[src/rtl/uart_tx_fifo.sv]
// UART transmitter with an input FIFO and configurable frame format.
// Frames leave back-to-back while the FIFO holds data; tx_done pulses on the last stop cycle.
module uart_tx_fifo #(
    parameter int CLK_FREQ   = 100_000_000,
    parameter int BAUD_RATE  = 9600,
    parameter int DATA_BITS  = 8,
    parameter int PARITY     = 1,
    parameter int STOP_BITS  = 1,
    parameter int FIFO_DEPTH = 16,
    parameter int LED_HOLD   = 5_000_000
) (
    input  logic                 clk,
    input  logic                 rst,
    input  logic                 wr_en,
    input  logic [DATA_BITS-1:0] wr_data,
    output logic                 fifo_full,
    output logic                 fifo_empty,
    output logic                 overflow,
    output logic                 tx,
    output logic                 tx_busy,
    output logic                 tx_done,
    output logic                 led
);
    localparam int CLKS_PER_BIT = CLK_FREQ / BAUD_RATE;
    localparam int CNT_W        = $clog2(CLKS_PER_BIT);
    localparam int PTR_W        = $clog2(FIFO_DEPTH);
    localparam int OCC_W        = PTR_W + 1;
    localparam int IDX_W        = $clog2(DATA_BITS);
    localparam int LED_W        = (LED_HOLD > 0) ? $clog2(LED_HOLD + 1) : 1;
    localparam logic PARITY_INIT = (PARITY == 2);

    typedef enum logic [2:0] {
        ST_IDLE,
        ST_START,
        ST_DATA,
        ST_PARITY,
        ST_STOP
    } state_t;

    // ---------------- FIFO ----------------
    logic [DATA_BITS-1:0] mem [FIFO_DEPTH];
    logic [PTR_W-1:0]     wr_ptr_reg, rd_ptr_reg;
    logic [OCC_W-1:0]     occ_reg, occ_next;
    logic                 full_reg, empty_reg, overflow_reg;
    logic                 push, pop;

    assign push = wr_en && !full_reg;

    always_ff @(posedge clk) begin
        if (push) begin
            mem[wr_ptr_reg] <= wr_data;
        end
    end

    always_comb begin
        occ_next = occ_reg;
        case ({push, pop})
            2'b10:   occ_next = occ_reg + OCC_W'(1);
            2'b01:   occ_next = occ_reg - OCC_W'(1);
            default: occ_next = occ_reg;
        endcase
    end

    always_ff @(posedge clk) begin
        if (rst) begin
            wr_ptr_reg   <= '0;
            rd_ptr_reg   <= '0;
            occ_reg      <= '0;
            full_reg     <= 1'b0;
            empty_reg    <= 1'b1;
            overflow_reg <= 1'b0;
        end else begin
            if (push) begin
                wr_ptr_reg <= wr_ptr_reg + PTR_W'(1);
            end
            if (pop) begin
                rd_ptr_reg <= rd_ptr_reg + PTR_W'(1);
            end
            occ_reg   <= occ_next;
            full_reg  <= (occ_next == OCC_W'(FIFO_DEPTH));
            empty_reg <= (occ_next == '0);
            // A drop is judged on last cycle's full flag, even if a pop frees a slot now.
            if (wr_en && full_reg) begin
                overflow_reg <= 1'b1;
            end
        end
    end

    // ---------------- Serialiser ----------------
    state_t               state_reg, state_next;
    logic [CNT_W-1:0]     bit_cnt_reg, bit_cnt_next;
    logic [IDX_W-1:0]     idx_reg, idx_next;
    logic [DATA_BITS-1:0] shift_reg, shift_next;
    logic                 parity_reg, parity_next;
    logic                 tx_reg, tx_next;
    logic [LED_W-1:0]     led_cnt_reg, led_cnt_next;
    logic                 bit_last, frame_end;

    assign bit_last  = (bit_cnt_reg == CNT_W'(CLKS_PER_BIT - 1));
    assign frame_end = (state_reg == ST_STOP) && bit_last && (idx_reg == IDX_W'(STOP_BITS - 1));
    assign pop       = !empty_reg && ((state_reg == ST_IDLE) || frame_end);

    always_comb begin
        state_next   = state_reg;
        bit_cnt_next = bit_last ? '0 : bit_cnt_reg + CNT_W'(1);
        idx_next     = idx_reg;
        shift_next   = shift_reg;
        parity_next  = parity_reg;
        case (state_reg)
            ST_IDLE: begin
                bit_cnt_next = '0;
                if (pop) begin
                    state_next  = ST_START;
                    parity_next = PARITY_INIT;
                end
            end
            ST_START: begin
                if (bit_last) begin
                    state_next = ST_DATA;
                    idx_next   = '0;
                end
            end
            ST_DATA: begin
                if (bit_last) begin
                    // Parity accumulates bit by bit as the word shifts out.
                    parity_next = parity_reg ^ shift_reg[0];
                    shift_next  = shift_reg >> 1;
                    if (idx_reg == IDX_W'(DATA_BITS - 1)) begin
                        idx_next   = '0;
                        state_next = (PARITY != 0) ? ST_PARITY : ST_STOP;
                    end else begin
                        idx_next = idx_reg + IDX_W'(1);
                    end
                end
            end
            ST_PARITY: begin
                if (bit_last) begin
                    state_next = ST_STOP;
                    idx_next   = '0;
                end
            end
            ST_STOP: begin
                if (bit_last) begin
                    if (idx_reg == IDX_W'(STOP_BITS - 1)) begin
                        idx_next = '0;
                        if (pop) begin
                            state_next  = ST_START;
                            parity_next = PARITY_INIT;
                        end else begin
                            state_next = ST_IDLE;
                        end
                    end else begin
                        idx_next = idx_reg + IDX_W'(1);
                    end
                end
            end
            default: begin
                state_next = ST_IDLE;
            end
        endcase
    end

    // The line level is registered from the next-state view so the pin never glitches.
    always_comb begin
        tx_next = 1'b1;
        case (state_next)
            ST_START:  tx_next = 1'b0;
            ST_DATA:   tx_next = shift_next[0];
            ST_PARITY: tx_next = parity_next;
            default:   tx_next = 1'b1;
        endcase
    end

    always_comb begin
        led_cnt_next = led_cnt_reg;
        if (frame_end) begin
            led_cnt_next = LED_W'(LED_HOLD);
        end else if (led_cnt_reg != '0) begin
            led_cnt_next = led_cnt_reg - LED_W'(1);
        end
    end

    always_ff @(posedge clk) begin
        if (rst) begin
            state_reg   <= ST_IDLE;
            bit_cnt_reg <= '0;
            idx_reg     <= '0;
            shift_reg   <= '0;
            parity_reg  <= 1'b0;
            tx_reg      <= 1'b1;
            led_cnt_reg <= '0;
        end else begin
            state_reg   <= state_next;
            bit_cnt_reg <= bit_cnt_next;
            idx_reg     <= idx_next;
            shift_reg   <= pop ? mem[rd_ptr_reg] : shift_next;
            parity_reg  <= parity_next;
            tx_reg      <= tx_next;
            led_cnt_reg <= led_cnt_next;
        end
    end

    assign fifo_full  = full_reg;
    assign fifo_empty = empty_reg;
    assign overflow   = overflow_reg;
    assign tx         = tx_reg;
    assign tx_busy    = (state_reg != ST_IDLE);
    assign tx_done    = frame_end;
    assign led        = (led_cnt_reg != '0);

endmodule

[config.mk]
export PLATFORM = sky130hd
export DESIGN_NAME = uart_tx_fifo
export DESIGN_NICKNAME = d
export VERILOG_FILES = /design/src/rtl/uart_tx_fifo.sv
export SDC_FILE = /design/constraint.sdc
export NUM_CORES = 1
export LEC_CHECK = 0
export CORE_ASPECT_RATIO = 1.25
export CORE_UTILIZATION = 40
export CTS_CLUSTER_SIZE = 24
export DETAILED_ROUTE_END_ITERATION = 16
export PLACE_DENSITY = 0.66
export REMOVE_ABC_BUFFERS = 1
export SLEW_MARGIN = 10
export SYNTH_ARGS = -nofsm -noshare
export SYNTH_HDL_FRONTEND = slang
export SYNTH_SLANG_ARGS = --single-unit
[constraint.sdc]
create_clock -name clk -period 5.2 [get_ports clk]
set_clock_uncertainty 0.15 [all_clocks]
set_input_delay 1.3 -clock clk [delete_from_list [all_inputs] [get_ports clk]]
set_output_delay 1.3 -clock clk [all_outputs]
set_load 0.005 [all_outputs]
==> results by group, run 1 <==
Route
  • Post-DRT Antenna Nets: 0
  • DR iter-0 viols: 386
  • Vias per cell: 5.37
  • First drt pass iteration count: 5
  • DR WL/cell: 17.3 um
  • Routed vias: 4868
  • Final WL: 15.7 mm
  • DR DRC count: 0

Floorplanning
  • I/O pins: 18
  • Effective utilization at floorplan: 41.1%
  • Die Width: 131 um
  • Row cnt: 58
  • Core area: 20300 um2
  • Die area: 21500 um2
  • Die Ht: 164 um

STA
  • Min Tclk post-route: 4.42 ns
  • RSZ-0062 raised after global routing: no
  • Fin Setup TNS: 0 ns
  • Setup violations, final: 0
  • Worst setup margin: 0.781 ns
  • Hold Vio Cnt, Final: 0
  • Maximum achievable frequency: 0.226 GHz
  • Period Utilization, post-route: 85.0%
  • Slew Limit Fails: 0
  • Worst-Margin Slew: 0.901 ns
  • Rel. slew slack: 39.7%

Clocking
  • Setup bufs post-CTS: 0
  • Max clock buf depth: 3
  • Post-cts gate resize count: 0
  • Root buf cell: clkbuf_16
  • CTS tree: done
  • Worst-path clk slew: 0.06 ns
  • Worst-skew pair later-pin latency: 0.50 ns
  • CTS Hold Bufs: 0
  • Sink Count: 201
  • CTS Buf Count: 22
  • CTS HTree Levels: 1

Pwr
  • PD cells: 498 nW/um2
  • Max VDD drop: 0.269 mV
  • Lkg Pwr: 3.12 nW

Layout
  • Share of layout cells above drive strength 1: 14.8%
  • Max reg flops: 128
  • Multi-input gate area: 2880 um2
  • Layout area overhead: 13.4%
  • Fill count: 1765
  • Non-filler cells, final: 907
  • Commonest non-fill, non-tap cell in the layout: edfxtp_1
  • Leading cell types in the layout, fill and taps excluded: 128 x edfxtp_1, 82 x nor2_1, 71 x dfxtp_1
  • Register area: 5310 um2
  • Final #Nets: 647
  • Ant diodes: 0

Status
  • Status: finished, final reports clean

Critical path
  • Worst setup EP type: primary output
  • Max stage delay on crit path: 0.52 ns
  • Reg2reg end: fifo_empty
  • Critical path cell sequence: ha_1 -> and4_1 -> and4_1 -> nand4_1 -> inv_1 -> clkdlybuf4s50_1
  • Worst-case reg-to-reg path depth: 14
  • Crit Path Category: register to primary output
  • Register-to-register setup slack: 1.06 ns
  • Critical Path Slowest Stage Cell: nand4_1
  • CP Launch Type: register
  • CP required: 3.75 ns
  • Critical Path AT: 2.97 ns
  • Crit Reg-Reg Startpoint: bit_cnt_reg[0]
  • Crit path max fanout: 11
  • Most Frequent Cell on Critical Path: and4_1

Global route
  • Grt ovf: 0
  • Pin count of the biggest net entering global routing: 30
  • Total GRT Usage: 15.3%
  • Initial antenna violation count: 0
  • Vias in the first global route: 4977
  • First-pass GRT wire length: 26.0 mm

Hold path
  • Worst min path class: register to register
  • Hold depth: 2
  • Min-Delay Endpoint: shift_reg[2]
  • Worst min-delay path startpoint: shift_reg[2]

Synth
  • Top FF cell, synth: edfxtp_1
  • Syn avg cell area: 13.9 um2
  • Number of synthesized flops with an enable pin: 128
  • Cell variety after synth: 54
  • Post-synth ARST share: 0%
  • #FFs+latches synth: 201
  • Synth Instances: 601
  • Synthesized area: 8350 um2
  • Post-synthesis sequential area ratio: 63.6%
  • Synth warnings: 0

Place
  • Pre-CTS setup slack: 0.809 ns
  • GP Congestion: 0.833
  • Inst Count DP: 867
  • Dpl hpwl: 10.5 mm
  • # port buffers: 17

Flow run
  • Maxcap violations: 0
[critical path: cells and delay by family, from the launching register on]
kind | cells | cell delay [ns]
fa+ha+maj | 1 | 0.22
buf+inv | 2 | 0.67
flops | 1 | 0.37
simple gates | 3 | 1.21
[where the power goes]
part,leakage [nW],switching (mW),internal (mW),total (mW)
combinational,1.05,0.621,0.610,1.23
clock,0.327,0.601,0.834,1.44
sequential,1.75,0.189,1.86,2.05
[through the flow]
stage          utilization (%)  area [um2]  power (mW)  hold slack [ns]
3_3_place_gp              43.3        8790        3.24            0.291
6_report                  46.6        9460        4.71            0.316
2_1_floorplan                -        8240        3.00            0.280
3_5_place_dp              43.3        8790        3.31            0.311
5_1_grt                   46.6        9460        4.95            0.344
4_1_cts                   46.6        9460        4.75            0.317
[final cells by class]
type	instances	area share [%]
flip-flops and latches	201	56.1
well taps	270	3.57
clock inverters	10	0.476
inverters	14	0.555
clock buffers	30	6.57
multi-input cells	359	30.5
repair buffers	23	2.27
[synthesized netlist by cell type (10+ instances only)]
| cell | instances | area [um2] |
|---|---|---|
| nand2_1 | 30 | 113 |
| xor2_1 | 16 | 140 |
| nor2_1 | 82 | 308 |
| dfxtp_1 | 73 | 1460 |
| clkbuf_1 | 21 | 78.8 |
| xnor2_1 | 24 | 210 |
| a21oi_1 | 26 | 130 |
| edfxtp_1 | 128 | 3840 |
| nor3_1 | 17 | 85.1 |
| nand3_1 | 16 | 80.1 |
| o21ai_0 | 10 | 50.1 |
| ha_1 | 14 | 175 |
| mux4_2 | 39 | 878 |
| inv_1 | 12 | 45.0 |
| or3_1 | 11 | 68.8 |
[cell families after synthesis]
group	synth area share, %
flip-flops	63.6
multiplexers	11.1
adder cells (fa/ha/maj)	2.34
buffers and inverters	1.92
AND/OR/NAND/NOR	11.8
AO/OA/AOI/OAI	5.04
XOR/XNOR	4.20
[worst max-delay path by stage]
stage,from,endpoint,slack (ns),cells past startpoint
2_1_floorplan,wr_en,fifo_empty,1.59,10
3_3_place_gp,wr_en,fifo_empty,0.93,11
3_5_place_dp,wr_en,fifo_empty,0.81,11
4_1_cts,bit_cnt_reg[0],tx_done,0.75,6
5_1_grt,bit_cnt_reg[0],tx_done,0.55,6
6_report,bit_cnt_reg[0],tx_done,0.78,6
[layer usage]
layer	vias to the layer above	part of all wire (%)	GRT usage [%]
met1	2425	42	18.7
met3	35	4.5	2.48
li1	2282	-	-
met5	-	0	0
met4	0	1.9	5.29
met2	126	52	27.4
Note: power is estimated with default switching activity, not from simulation.
==> run 2, diff against run 1 <==
==> constraint.sdc (replaced) <==
create_clock -name clk -period 4.61 [get_ports clk]
set_clock_uncertainty 0.15 [all_clocks]
set_input_delay 1.1525 -clock clk [delete_from_list [all_inputs] [get_ports clk]]
set_output_delay 1.1525 -clock clk [all_outputs]
set_load 0.005 [all_outputs]
==> results by group, run 2 (same netlist as run 1, synthesis figures left out) <==
Place
  • # port buffers: 17
  • Dpl hpwl: 10.5 mm
  • GP Congestion: 0.795

Route
  • DR iter-0 viols: 357
  • DR DRC count: 0
  • DR WL/cell: 17.4 um
  • Vias per cell: 5.32
  • Final WL: 15.8 mm
  • Post-DRT Antenna Nets: 0
  • First drt pass iteration count: 6
  • Routed vias: 4820

Floorplanning
  • Core area: 20300 um2
  • Die Ht: 164 um
  • Effective utilization at floorplan: 41.1%
  • I/O pins: 18
  • Row cnt: 58
  • Die area: 21500 um2
  • Die Width: 131 um

Critical path
  • Critical Path AT: 4.42 ns
  • Worst setup EP type: register
  • Crit Path Category: register to register
  • CP required: 4.84 ns
  • Crit path max fanout: 14
  • CP Launch Type: register

Global route
  • Grt ovf: 0
  • First-pass GRT wire length: 26.0 mm
  • Vias in the first global route: 5008
  • Pin count of the biggest net entering global routing: 30
  • Total GRT Usage: 15.3%
  • Initial antenna violation count: 0

Pwr
  • PD cells: 548 nW/um2
  • Max VDD drop: 0.415 mV
  • Lkg Pwr: 3.10 nW
  • Total chip power: 5.16 mW

STA
  • Fin Setup TNS: 0 ns
  • Maximum achievable frequency: 0.238 GHz
  • Period Utilization, post-route: 91.0%
  • Min Tclk post-route: 4.19 ns
  • Worst-Margin Slew: 0.891 ns
  • Rel. slew slack: 40.4%
  • Slew Limit Fails: 0
  • RSZ-0062 raised after global routing: no
  • Setup violations, final: 0
  • Hold Vio Cnt, Final: 0

Clocking
  • Sink Count: 201
  • Post-cts gate resize count: 0
  • Worst-path clk slew: 0.06 ns
  • Setup bufs post-CTS: 0
  • Root buf cell: clkbuf_16
  • Worst-skew pair later-pin latency: 0.50 ns
  • CTS tree: done
  • CTS Buf Count: 21
  • Max clock buf depth: 3
  • CTS HTree Levels: 1
  • CTS Hold Bufs: 0

Status
  • Status: finished, final reports clean

Flow run
  • Maxcap violations: 0

Layout
  • Ant diodes: 0
  • Fill count: 1764
  • Layout area overhead: 12.7%
  • Final #Nets: 650
  • Max reg flops: 128
  • Share of layout cells above drive strength 1: 14.6%
  • Leading cell types in the layout, fill and taps excluded: 128 x edfxtp_1, 82 x nor2_1, 71 x dfxtp_1
  • Commonest non-fill, non-tap cell in the layout: edfxtp_1

Hold path
  • Worst min path class: register to register
run 2: final timing paths:
kind	startpoint	to	slack, ns	depth (start not counted)
min reg2reg	bit_cnt_reg[0]	bit_cnt_reg[0]	0.32	1
max reg2reg	bit_cnt_reg[0]	fifo_empty	0.42	14
min	bit_cnt_reg[0]	bit_cnt_reg[0]	0.32	1
max	bit_cnt_reg[0]	fifo_empty	0.42	14
run 2: area by class of cell:
cell class                 instances  area, um2  share of cell area, %
sequential                       201       5310                   56.4
clock inverter                     6       28.8                  0.306
clock buffer                      29        556                   5.90
timing repair buffer              27        245                   2.61
inverter                          14       52.6                  0.559
tap                              270        338                   3.59
multi-input combinational        359       2880                   30.6
run 2: through the flow:
stage | utilization, % | instances | hold WS (ns) | setup slack (ns) | area (um2)
after detailed placement | 43.4 | 871 | 0.304 | 0.485 | 8820
final | 46.3 | 906 | 0.315 | 0.415 | 9410
after floorplan | - | 574 | 0.280 | 1.06 | 8240
after global placement | 43.4 | 871 | 0.293 | 0.720 | 8820
after CTS | 46.3 | 906 | 0.316 | 0.444 | 9410
after global routing | 46.3 | 906 | 0.343 | 0.0669 | 9410
run 2: layer usage:
layer	part of all wire [%]	global-route usage, %	routed length [um]	up-vias
met5	0	0	0	-
met4	2.7	5.83	420	0
met3	3.2	2.33	498	36
met2	52	27.9	8140	85
met1	42	18.2	6700	2411
li1	-	-	-	2288
run 2: worst max-delay path, stage by stage, from the launching register on:
cell	delay, ns
dfxtp_1	0.37
ha_1	0.22
and4_1	0.30
nand4_2	0.26
o21ai_0	0.47
nand2_1	0.40
clkinv_1	0.28
ha_1	0.33
ha_1	0.32
a21o_1	0.20
a21oi_1	0.18
xor2_1	0.16
nor2_1	0.06
xnor2_1	0.16
a41o_1	0.24
run 2: report_power, final:
group / total (mW) / leakage [nW] / internal, mW / switching (mW)
combinational: 1.38 / 1.07 / 0.689 / 0.694
clock: 1.47 / 0.283 / 0.836 / 0.632
sequential: 2.31 / 1.75 / 2.09 / 0.214
==> run 3, diff against run 2 <==
==> constraint.sdc (replaced) <==
create_clock -name clk -period 4.61 [get_ports clk]
set_clock_uncertainty 0.15 [all_clocks]
set_input_delay 1.1525 -clock clk [delete_from_list [all_inputs] [get_ports clk]]
set_output_delay 1.1525 -clock clk [all_outputs]
set_load 0.1 [all_outputs]
==> results by group, run 3 (same netlist as run 1, synthesis figures left out) <==
Floorplanning
  • Row cnt: 58
  • Core area: 20300 um2
  • Effective utilization at floorplan: 41.1%
  • Die Ht: 164 um
  • Die Width: 131 um
  • Die area: 21500 um2
  • I/O pins: 18

Critical path
  • Crit Path Category: register to register
  • Crit Reg-Reg Startpoint: bit_cnt_reg[0]
  • Crit path max fanout: 14
  • Worst Setup EP: fifo_empty
  • CP Launch Type: register
  • Register-to-register setup slack: 0.56 ns
  • Crit. Startpoint: bit_cnt_reg[0]
  • CP required: 4.84 ns
  • Worst setup EP type: register
  • Critical Path AT: 4.29 ns
  • Worst-case reg-to-reg path depth: 14
  • Reg2reg end: fifo_empty

Global route
  • First-pass GRT wire length: 26.4 mm
  • Grt ovf: 0
  • Pin count of the biggest net entering global routing: 30
  • Initial antenna violation count: 0
  • Total GRT Usage: 15.6%
  • Vias in the first global route: 5020

Pwr
  • PD cells: 570 nW/um2
  • Lkg Pwr: 3.13 nW
  • Max VDD drop: 0.348 mV

Route
  • Routed vias: 4823
  • Vias per cell: 5.31
  • DR iter-0 viols: 253
  • Post-DRT Antenna Nets: 0
  • Final WL: 15.8 mm
  • DR DRC count: 0
  • First drt pass iteration count: 4
  • DR WL/cell: 17.4 um

Layout
  • Ant diodes: 0
  • Max reg flops: 128
  • Fill count: 1764
  • Layout area overhead: 13.4%
  • Commonest non-fill, non-tap cell in the layout: edfxtp_1
  • Leading cell types in the layout, fill and taps excluded: 128 x edfxtp_1, 82 x nor2_1, 71 x dfxtp_1
  • Fin area: 9460 um2
  • Share of layout cells above drive strength 1: 15.2%
  • Final #Nets: 651

Clocking
  • Root buf cell: clkbuf_16
  • Worst-skew pair later-pin latency: 0.51 ns
  • Post-cts gate resize count: 0
  • CTS Buf Count: 22
  • Setup bufs post-CTS: 0
  • CTS tree: done
  • Sink Count: 201
  • CTS Hold Bufs: 0
  • Worst-path clk slew: 0.05 ns
  • Max clock buf depth: 3
  • CTS HTree Levels: 1

STA
  • Rel. slew slack: 34.0%
  • Fin Setup TNS: 0 ns
  • Period Utilization, post-route: 88.0%
  • Min Tclk post-route: 4.05 ns
  • Worst-Margin Slew: 0.987 ns
  • Hold Vio Cnt, Final: 0
  • Setup violations, final: 0
  • RSZ-0062 raised after global routing: no
  • Slew Limit Fails: 0
  • Maximum achievable frequency: 0.247 GHz
  • Hold Slack: 0.316 ns

Flow run
  • Maxcap violations: 0

Place
  • GP Congestion: 0.804
  • Dpl hpwl: 10.5 mm
  • # port buffers: 17
  • Placement Cell Area: 8820 um2

Status
  • Status: finished, final reports clean

Hold path
  • Worst min path class: register to register
==> run 3: cell types whose count changed in the layout (fill, tap and decap cells not counted), sizes merged <==
| cell | before | now |
|---|---|---|
| clkdlybuf4s50 | 17 | 15 |
| buf | 10 | 12 |
| clkinv | 6 | 7 |
| clkbuf | 29 | 31 |
| inv | 14 | 13 |
==> run 3: routing by layer <==
| layer | up-vias | track usage, % | share of wire (%) |
|---|---|---|---|
| met5 | - | 0 | 0 |
| met4 | 0 | 4.97 | 2.6 |
| met3 | 31 | 2.42 | 3.4 |
| met2 | 86 | 28.5 | 51 |
| met1 | 2412 | 18.7 | 43 |
| li1 | 2294 | - | - |
==> run 3: metrics by stage <==
step | instances | worst slack, ns | power (mW) | utilization [%]
floorplan | 574 | 1.00 | 3.51 | -
global placement | 871 | 0.717 | 3.79 | 43.4
detailed placement | 871 | 0.564 | 3.86 | 43.4
CTS | 908 | 0.559 | 5.45 | 46.6
global route | 908 | 0.112 | 5.69 | 46.6
finish | 908 | 0.555 | 5.39 | 46.6
==> run 3: worst max-delay path, stage by stage (launching register included) <==
cell	delay, ns
dfxtp_1	0.37
ha_1	0.22
and4_1	0.28
nand4_2	0.24
o21ai_0	0.43
nand2_1	0.37
clkinv_1	0.27
ha_1	0.33
ha_1	0.31
a21o_1	0.19
a21oi_1	0.16
xor2_1	0.15
nor2_1	0.07
xnor2_1	0.16
a41o_1	0.24
==> run 3: how the worst min path moves through the flow <==
stage,from,cells past startpoint,end
floorplan,bit_cnt_reg[0],1,bit_cnt_reg[0]
global placement,bit_cnt_reg[0],1,bit_cnt_reg[0]
detailed placement,bit_cnt_reg[0],1,bit_cnt_reg[0]
CTS,bit_cnt_reg[0],1,bit_cnt_reg[0]
global route,shift_reg[6],2,shift_reg[5]
finish,bit_cnt_reg[0],1,bit_cnt_reg[0]
==> run 3: report_power, final <==
group | internal (mW) | switching, mW | total, mW
Sequential | 2.09 | 0.224 | 2.32
Clock | 0.911 | 0.665 | 1.58
Combinational | 0.687 | 0.812 | 1.50
==> run 3: cell type report <==
class,instances,area [um2],area share (%)
sequential,201,5310,56.1
multi-input combinational,359,2880,30.5
clock buffer,31,606,6.40
tap,270,338,3.57
timing repair buffer,27,240,2.54
inverter,14,52.6,0.555
clock inverter,6,36.3,0.383
